==> config.mk <==
export PLATFORM = sky130hd
export DESIGN_NAME = csi2_long_pkt_ctrl
export DESIGN_NICKNAME = d
export VERILOG_FILES = /design/src/rtl/csi2_long_pkt_ctrl.sv
export SDC_FILE = /design/constraint.sdc
export NUM_CORES = 1
export LEC_CHECK = 0
export CELL_PAD_IN_SITES_DETAIL_PLACEMENT = 1
export CELL_PAD_IN_SITES_GLOBAL_PLACEMENT = 1
export CORE_AREA = 2 2 107 109
export CTS_CLUSTER_DIAMETER = 80
export DETAILED_ROUTE_END_ITERATION = 12
export DIE_AREA = 0 0 109 111
export PLACE_DENSITY_LB_ADDON = 0.1
export SYNTH_ARGS = -nofsm -noshare
export SYNTH_HDL_FRONTEND = slang
export SYNTH_SLANG_ARGS = --single-unit
==> constraint.sdc <==
create_clock -name clk_i -period 2.1 [get_ports clk_i]
set_clock_uncertainty 0.1 [all_clocks]
set_input_delay 0.315 -clock clk_i [delete_from_list [all_inputs] [get_ports clk_i]]
set_output_delay 0.315 -clock clk_i [all_outputs]
set_load 0.05 [all_outputs]
==> src/rtl/csi2_long_pkt_ctrl.sv <==
`default_nettype none
// ============================================================================
// Module   : csi2_long_pkt_ctrl
// Brief    : CSI-2 packet sequencer. It decodes each header, turns short packets
//            into sync pulses, and forwards only the payload of matching long
//            packets, with tlast on the final payload word.
// Revision : 1.0 - initial release
// ============================================================================
module csi2_long_pkt_ctrl #(
  parameter logic [5:0] DATA_TYPE = 6'h2B,
  parameter logic [1:0] VIRT_CHAN = 2'd0
) (
  input  logic        clk_i,
  input  logic        rst_n_i,
  input  logic [31:0] pkt_i_tdata,
  input  logic        pkt_i_tvalid,
  input  logic        pkt_i_tlast,
  output logic        pkt_i_tready,
  output logic [31:0] pkt_o_tdata,
  output logic [3:0]  pkt_o_tkeep,
  output logic        pkt_o_tvalid,
  output logic        pkt_o_tlast,
  input  logic        pkt_o_tready,
  output logic        frame_start_o,
  output logic        frame_end_o,
  output logic        line_start_o,
  output logic        line_end_o,
  output logic [15:0] frame_num_o,
  output logic        frame_active_o,
  output logic        trunc_err_o
);

  localparam logic [5:0] c_dt_fs = 6'h00;
  localparam logic [5:0] c_dt_fe = 6'h01;
  localparam logic [5:0] c_dt_ls = 6'h02;
  localparam logic [5:0] c_dt_le = 6'h03;

  typedef enum logic [1:0] {
    S_HDR     = 2'd0,
    S_PAYLOAD = 2'd1,
    S_DISCARD = 2'd2
  } state_t;

  state_t      r_state;
  state_t      w_state_nxt;

  logic [15:0] r_bytes_left;
  logic [31:0] r_out_data;
  logic [3:0]  r_out_keep;
  logic        r_out_valid;
  logic        r_out_last;
  logic        r_fs, r_fe, r_ls, r_le, r_trunc;
  logic [15:0] r_frame_num;
  logic        r_frame_active;

  logic [5:0]  w_dt;
  logic [1:0]  w_vc;
  logic [15:0] w_wc;
  logic        w_short;
  logic        w_vc_hit;
  logic        w_long_hit;
  logic        w_accept;
  logic        w_last_word;
  logic [3:0]  w_keep_last;

  assign w_dt        = pkt_i_tdata[5:0];
  assign w_vc        = pkt_i_tdata[7:6];
  assign w_wc        = pkt_i_tdata[23:8];
  assign w_short     = (w_dt < 6'h10);
  assign w_vc_hit    = (w_vc == VIRT_CHAN);
  assign w_long_hit  = !w_short && w_vc_hit && (w_dt == DATA_TYPE) && (w_wc != 16'd0);
  assign w_last_word = (r_bytes_left <= 16'd4);

  // Only the payload phase may stall the lane merger.
  assign pkt_i_tready = (r_state != S_PAYLOAD) || !r_out_valid || pkt_o_tready;
  assign w_accept     = pkt_i_tvalid && pkt_i_tready;

  always_comb begin
    w_keep_last = 4'hF;
    case (r_bytes_left[2:0])
      3'd1:    w_keep_last = 4'b0001;
      3'd2:    w_keep_last = 4'b0011;
      3'd3:    w_keep_last = 4'b0111;
      default: w_keep_last = 4'b1111;
    endcase
  end

  always_ff @(posedge clk_i or negedge rst_n_i) begin
    if (!rst_n_i) r_state <= S_HDR;
    else          r_state <= w_state_nxt;
  end

  always_comb begin
    w_state_nxt = r_state;
    case (r_state)
      S_HDR: begin
        if (w_accept && !pkt_i_tlast)
          w_state_nxt = w_long_hit ? S_PAYLOAD : S_DISCARD;
      end
      S_PAYLOAD: begin
        if (w_accept) begin
          if (pkt_i_tlast)      w_state_nxt = S_HDR;
          else if (w_last_word) w_state_nxt = S_DISCARD;
        end
      end
      S_DISCARD: begin
        if (w_accept && pkt_i_tlast) w_state_nxt = S_HDR;
      end
      default: w_state_nxt = S_HDR;
    endcase
  end

  always_ff @(posedge clk_i or negedge rst_n_i) begin
    if (!rst_n_i) begin
      r_bytes_left   <= 16'd0;
      r_out_data     <= 32'd0;
      r_out_keep     <= 4'd0;
      r_out_valid    <= 1'b0;
      r_out_last     <= 1'b0;
      r_fs           <= 1'b0;
      r_fe           <= 1'b0;
      r_ls           <= 1'b0;
      r_le           <= 1'b0;
      r_trunc        <= 1'b0;
      r_frame_num    <= 16'd0;
      r_frame_active <= 1'b0;
    end else begin
      r_fs    <= 1'b0;
      r_fe    <= 1'b0;
      r_ls    <= 1'b0;
      r_le    <= 1'b0;
      r_trunc <= 1'b0;
      if (pkt_o_tready) r_out_valid <= 1'b0;
      if (w_accept) begin
        case (r_state)
          S_HDR: begin
            if (w_short && w_vc_hit) begin
              case (w_dt)
                c_dt_fs: begin
                  r_fs           <= 1'b1;
                  r_frame_num    <= w_wc;
                  r_frame_active <= 1'b1;
                end
                c_dt_fe: begin
                  r_fe           <= 1'b1;
                  r_frame_active <= 1'b0;
                end
                c_dt_ls: r_ls <= 1'b1;
                c_dt_le: r_le <= 1'b1;
                default: ;
              endcase
            end else if (w_long_hit) begin
              r_bytes_left <= w_wc;
              // A long header that is also the physical end has lost its payload.
              r_trunc      <= pkt_i_tlast;
            end
          end
          S_PAYLOAD: begin
            r_out_data   <= pkt_i_tdata;
            r_out_valid  <= 1'b1;
            r_bytes_left <= w_last_word ? 16'd0 : (r_bytes_left - 16'd4);
            if (w_last_word) begin
              r_out_last <= 1'b1;
              r_out_keep <= w_keep_last;
            end else if (pkt_i_tlast) begin
              r_out_last <= 1'b1;
              r_out_keep <= 4'hF;
              r_trunc    <= 1'b1;
            end else begin
              r_out_last <= 1'b0;
              r_out_keep <= 4'hF;
            end
          end
          default: ;
        endcase
      end
    end
  end

  assign pkt_o_tdata    = r_out_data;
  assign pkt_o_tkeep    = r_out_keep;
  assign pkt_o_tvalid   = r_out_valid;
  assign pkt_o_tlast    = r_out_last;
  assign frame_start_o  = r_fs;
  assign frame_end_o    = r_fe;
  assign line_start_o   = r_ls;
  assign line_end_o     = r_le;
  assign frame_num_o    = r_frame_num;
  assign frame_active_o = r_frame_active;
  assign trunc_err_o    = r_trunc;

endmodule
`default_nettype wire

==> flow_summary.toml <==
[outcome]
status = "finished, final reports clean"

[yosys]
ys_top_cells_by_area = "dfrtp_1, nand2_1, mux2_2"
syn_nets = 404
yosysSeqAreaShare_pct = 54.8
netlist_instances = 365
synth_ff_type = "dfrtp_1"
async_flop_share_pct = 100
synth_edf_count = 0
yosysTopAreaCell = "dfrtp_1"
avgSynthCellArea_sq_um = 9.75
syn-cell-area_sq_um = 3560
synthDominantCellAreaShare_pct = 54.8
synth_cell_types = 47
synth_seq_cells = 78
yosys_warnings = 0

[timing]
rsz0062_at_grt = "yes"
finalMaxSlewViolations = 0
worstMarginPinSlew_ps = 541
min_period_over_period_pct = 98.2
min_period_ps = 2060
maxSlewHeadroom_pct = 63.8
final_hold_viol_count = 0
finalSetupViolCount = 0
clock.fmax_mhz = 485
final.setup.worst_slack_ps = 37.3

[detailed_routing]
viasPerCell = 4.87
first_pass_iters = 4
post_drt_wl_per_cell_microns = 17.0
drc = 0
ant_nets = 0
vias = 3263
drt_iter0_markers = 130
wl_mm = 11.4

[finish]
final_cell_mix = "nand2_1, clkdlybuf4s50_1, dfrtp_1, buf_4, nor2_1"
regArea_sq_um = 1950
area_growth_pct = 54.7
nets = 561
final_cell_area_sq_um = 5510
layout_commonest_cell = "nand2_1"
multi_input_area_sq_um = 1540
drive_above_1_share_pct = 22.0
diodes = 0
fill_cells = 1256
fin_util_pct = 49.7

[floorplanning]
fp.dieArea_sq_um = 12100
core_area_sq_um = 11100
start_util_pct = 32.1
fp-row-count = 39
io_pins = 98
die_h_microns = 111
die_x_microns = 109

[worst_setup_path]
cp_max_fo = 13
worstPathCellList = "clkdlybuf4s50_1 > or3_4 > o31ai_2 > o211ai_1 > buf_4 > buf_12 > a21o_1 > a22o_1"
cp.depth = 8
cpMaxStageDelayCell = "clkdlybuf4s50_1"
crit_path_max_incr_delay_ps = 430
worstPathRequired_ps = 2220
crit_family = "buffers and inverters"
path_buf_inv = 3
crit_path_end_kind = "register"
cp-startpoint = "pkt_i_tdata[4]"
endpoint = "r_bytes_left[14]$_DFFE_PN0P_"
arrival_ps = 2180
criticalPathCategory = "in -> reg"
r2r_end = "r_bytes_left[10]$_DFFE_PN0P_"
worstReg2RegStart = "r_bytes_left[2]$_DFFE_PN0P_"
rrSetupSlack_ps = 90
startpoint_type = "primary input"
ff2ff_path_depth = 6

[clock_tree]
cts_buffers = 9
ctsLongestPathBuffers = 2
cts_tree = "yes"
clk_pin_slew_worst_paths_ps = 60
h-tree-depth = 3
cts.sinks = 78
clock-root-buffer = "clkbuf_16"
clk_latency_ps = 330

[power_and_ir_drop]
leakage_nw = 2.62
ir_drop_mv = 0.447
power_w = 0.00379
power_density_nw_per_um2 = 689

[grt]
globalRouteOverflowTotal = 0
grt_pass1_wl_mm = 18.8
grt_pass1_vias = 3474
grt_max_degree = 46
grt_usage_pct = 20.1
antenna_found_initial = 0

[placed_design]
portBuffers = 97
place_area_sq_um = 5160
dp_slack_ps = -367
hpwl_mm = 8.40
gp_congestion = 0.876

[run]
cap_violations = 0

[hold_path]
hold_path.class = "reg -> reg"
-- metrics by stage --
| step | instances | setup TNS (ps) | hold slack (ps) |
|---|---|---|---|
| after floorplan | 365 | 0 | -80.6 |
| after global placement | 651 | -6850 | 212 |
| after detailed placement | 651 | -9180 | 213 |
| after CTS | 669 | 0 | 374 |
| after global routing | 670 | -100 | 387 |
| final | 670 | 0 | 369 |
-- repair_timing --
item	CTS	global route
endpoints found under the setup margin	4	20
hold buffers	1	0
setup buffers	1	1
hold endpoints to repair	33	0
resized for setup	1	12
pin swaps	1	2
-- cells by family (layout without fill, tap and decap cells) --
logic type	Yosys count	after routing	share of synthesized area, %
compound gates	68	68	12.6
xor+xnor	1	1	0.246
fa+ha+maj	2	2	0.703
buf+inv	30	192	3.59
flops	78	78	54.8
mux	15	15	5.38
simple gates	171	171	22.7
-- worst register-to-register path: cells and delay by family, from the launching register on --
kind                       cells  cell delay (ps)
adders and majority gates      1              200
DFF                            1              430
AOI/OAI and AO/OA              4             1030
and+or+nand+nor                1              150
-- power by group --
part           switching, W  internal (W)
Sequential         0.000113       0.00159
Combinational      0.000329      0.000315
Clock              0.000620      0.000828
-- per-layer routing --
metal  track usage, %  share of wire [%]  up-vias
met5                0                  0        -
met4             3.85               0.82        0
met3             5.23                5.4       11
met2             30.9                 47       70
met1             28.8                 47     1604
li1                 -                  -     1578
-- layout make-up --
class | instances | area share [%]
Timing Repair Buffer | 164 | 27.6
Multi-Input combinational cell | 257 | 28.0
Sequential cell | 78 | 35.5
Tap cell | 143 | 3.25
Inverter | 12 | 0.818
Clock inverter | 4 | 0.409
Clock buffer | 12 | 4.48
-- registers in the layout, indices dropped and copies added (netlist names) --
register / count
line_end_o: 1
pkt_o_tdata: 32
frame_num_o: 16
pkt_o_tvalid: 1
line_start_o: 1
r_state: 2
r_bytes_left: 16
pkt_o_tlast: 1
frame_start_o: 1
frame_active_o: 1
trunc_err_o: 1
frame_end_o: 1
pkt_o_tkeep: 4
-- how the worst min path moves through the flow --
stage               depth (start not counted)                    endpoint                  startpoint
floorplan                                   0  frame_active_o$_DFFE_PN0P_                     rst_n_i
global placement                            1       frame_end_o$_DFF_PN0_                     rst_n_i
detailed placement                          1       frame_end_o$_DFF_PN0_                     rst_n_i
CTS                                         1  pkt_o_tkeep[0]$_DFFE_PN0P_  pkt_o_tkeep[0]$_DFFE_PN0P_
global route                                1  pkt_o_tkeep[0]$_DFFE_PN0P_  pkt_o_tkeep[0]$_DFFE_PN0P_
finish                                      1  pkt_o_tkeep[0]$_DFFE_PN0P_  pkt_o_tkeep[0]$_DFFE_PN0P_
-- synthesized netlist by cell type (3+ instances only) --
| cell type | number |
|---|---|
| and3_1 | 4 |
| o22ai_1 | 5 |
| buf_2 | 6 |
| dfrtp_1 | 78 |
| nand2_1 | 106 |
| nor2_1 | 20 |
| a21oi_1 | 16 |
| a32oi_1 | 5 |
| nor3_1 | 6 |
| nand3_1 | 4 |
| o21ai_0 | 16 |
| a22o_1 | 3 |
| or4_1 | 3 |
| clkbuf_1 | 10 |
| nand2b_1 | 8 |
| inv_1 | 12 |
| mux2_2 | 9 |
| o211ai_1 | 4 |
| nor4_1 | 6 |
| mux2_4 | 6 |
Power figures use the tool's default switching activity.
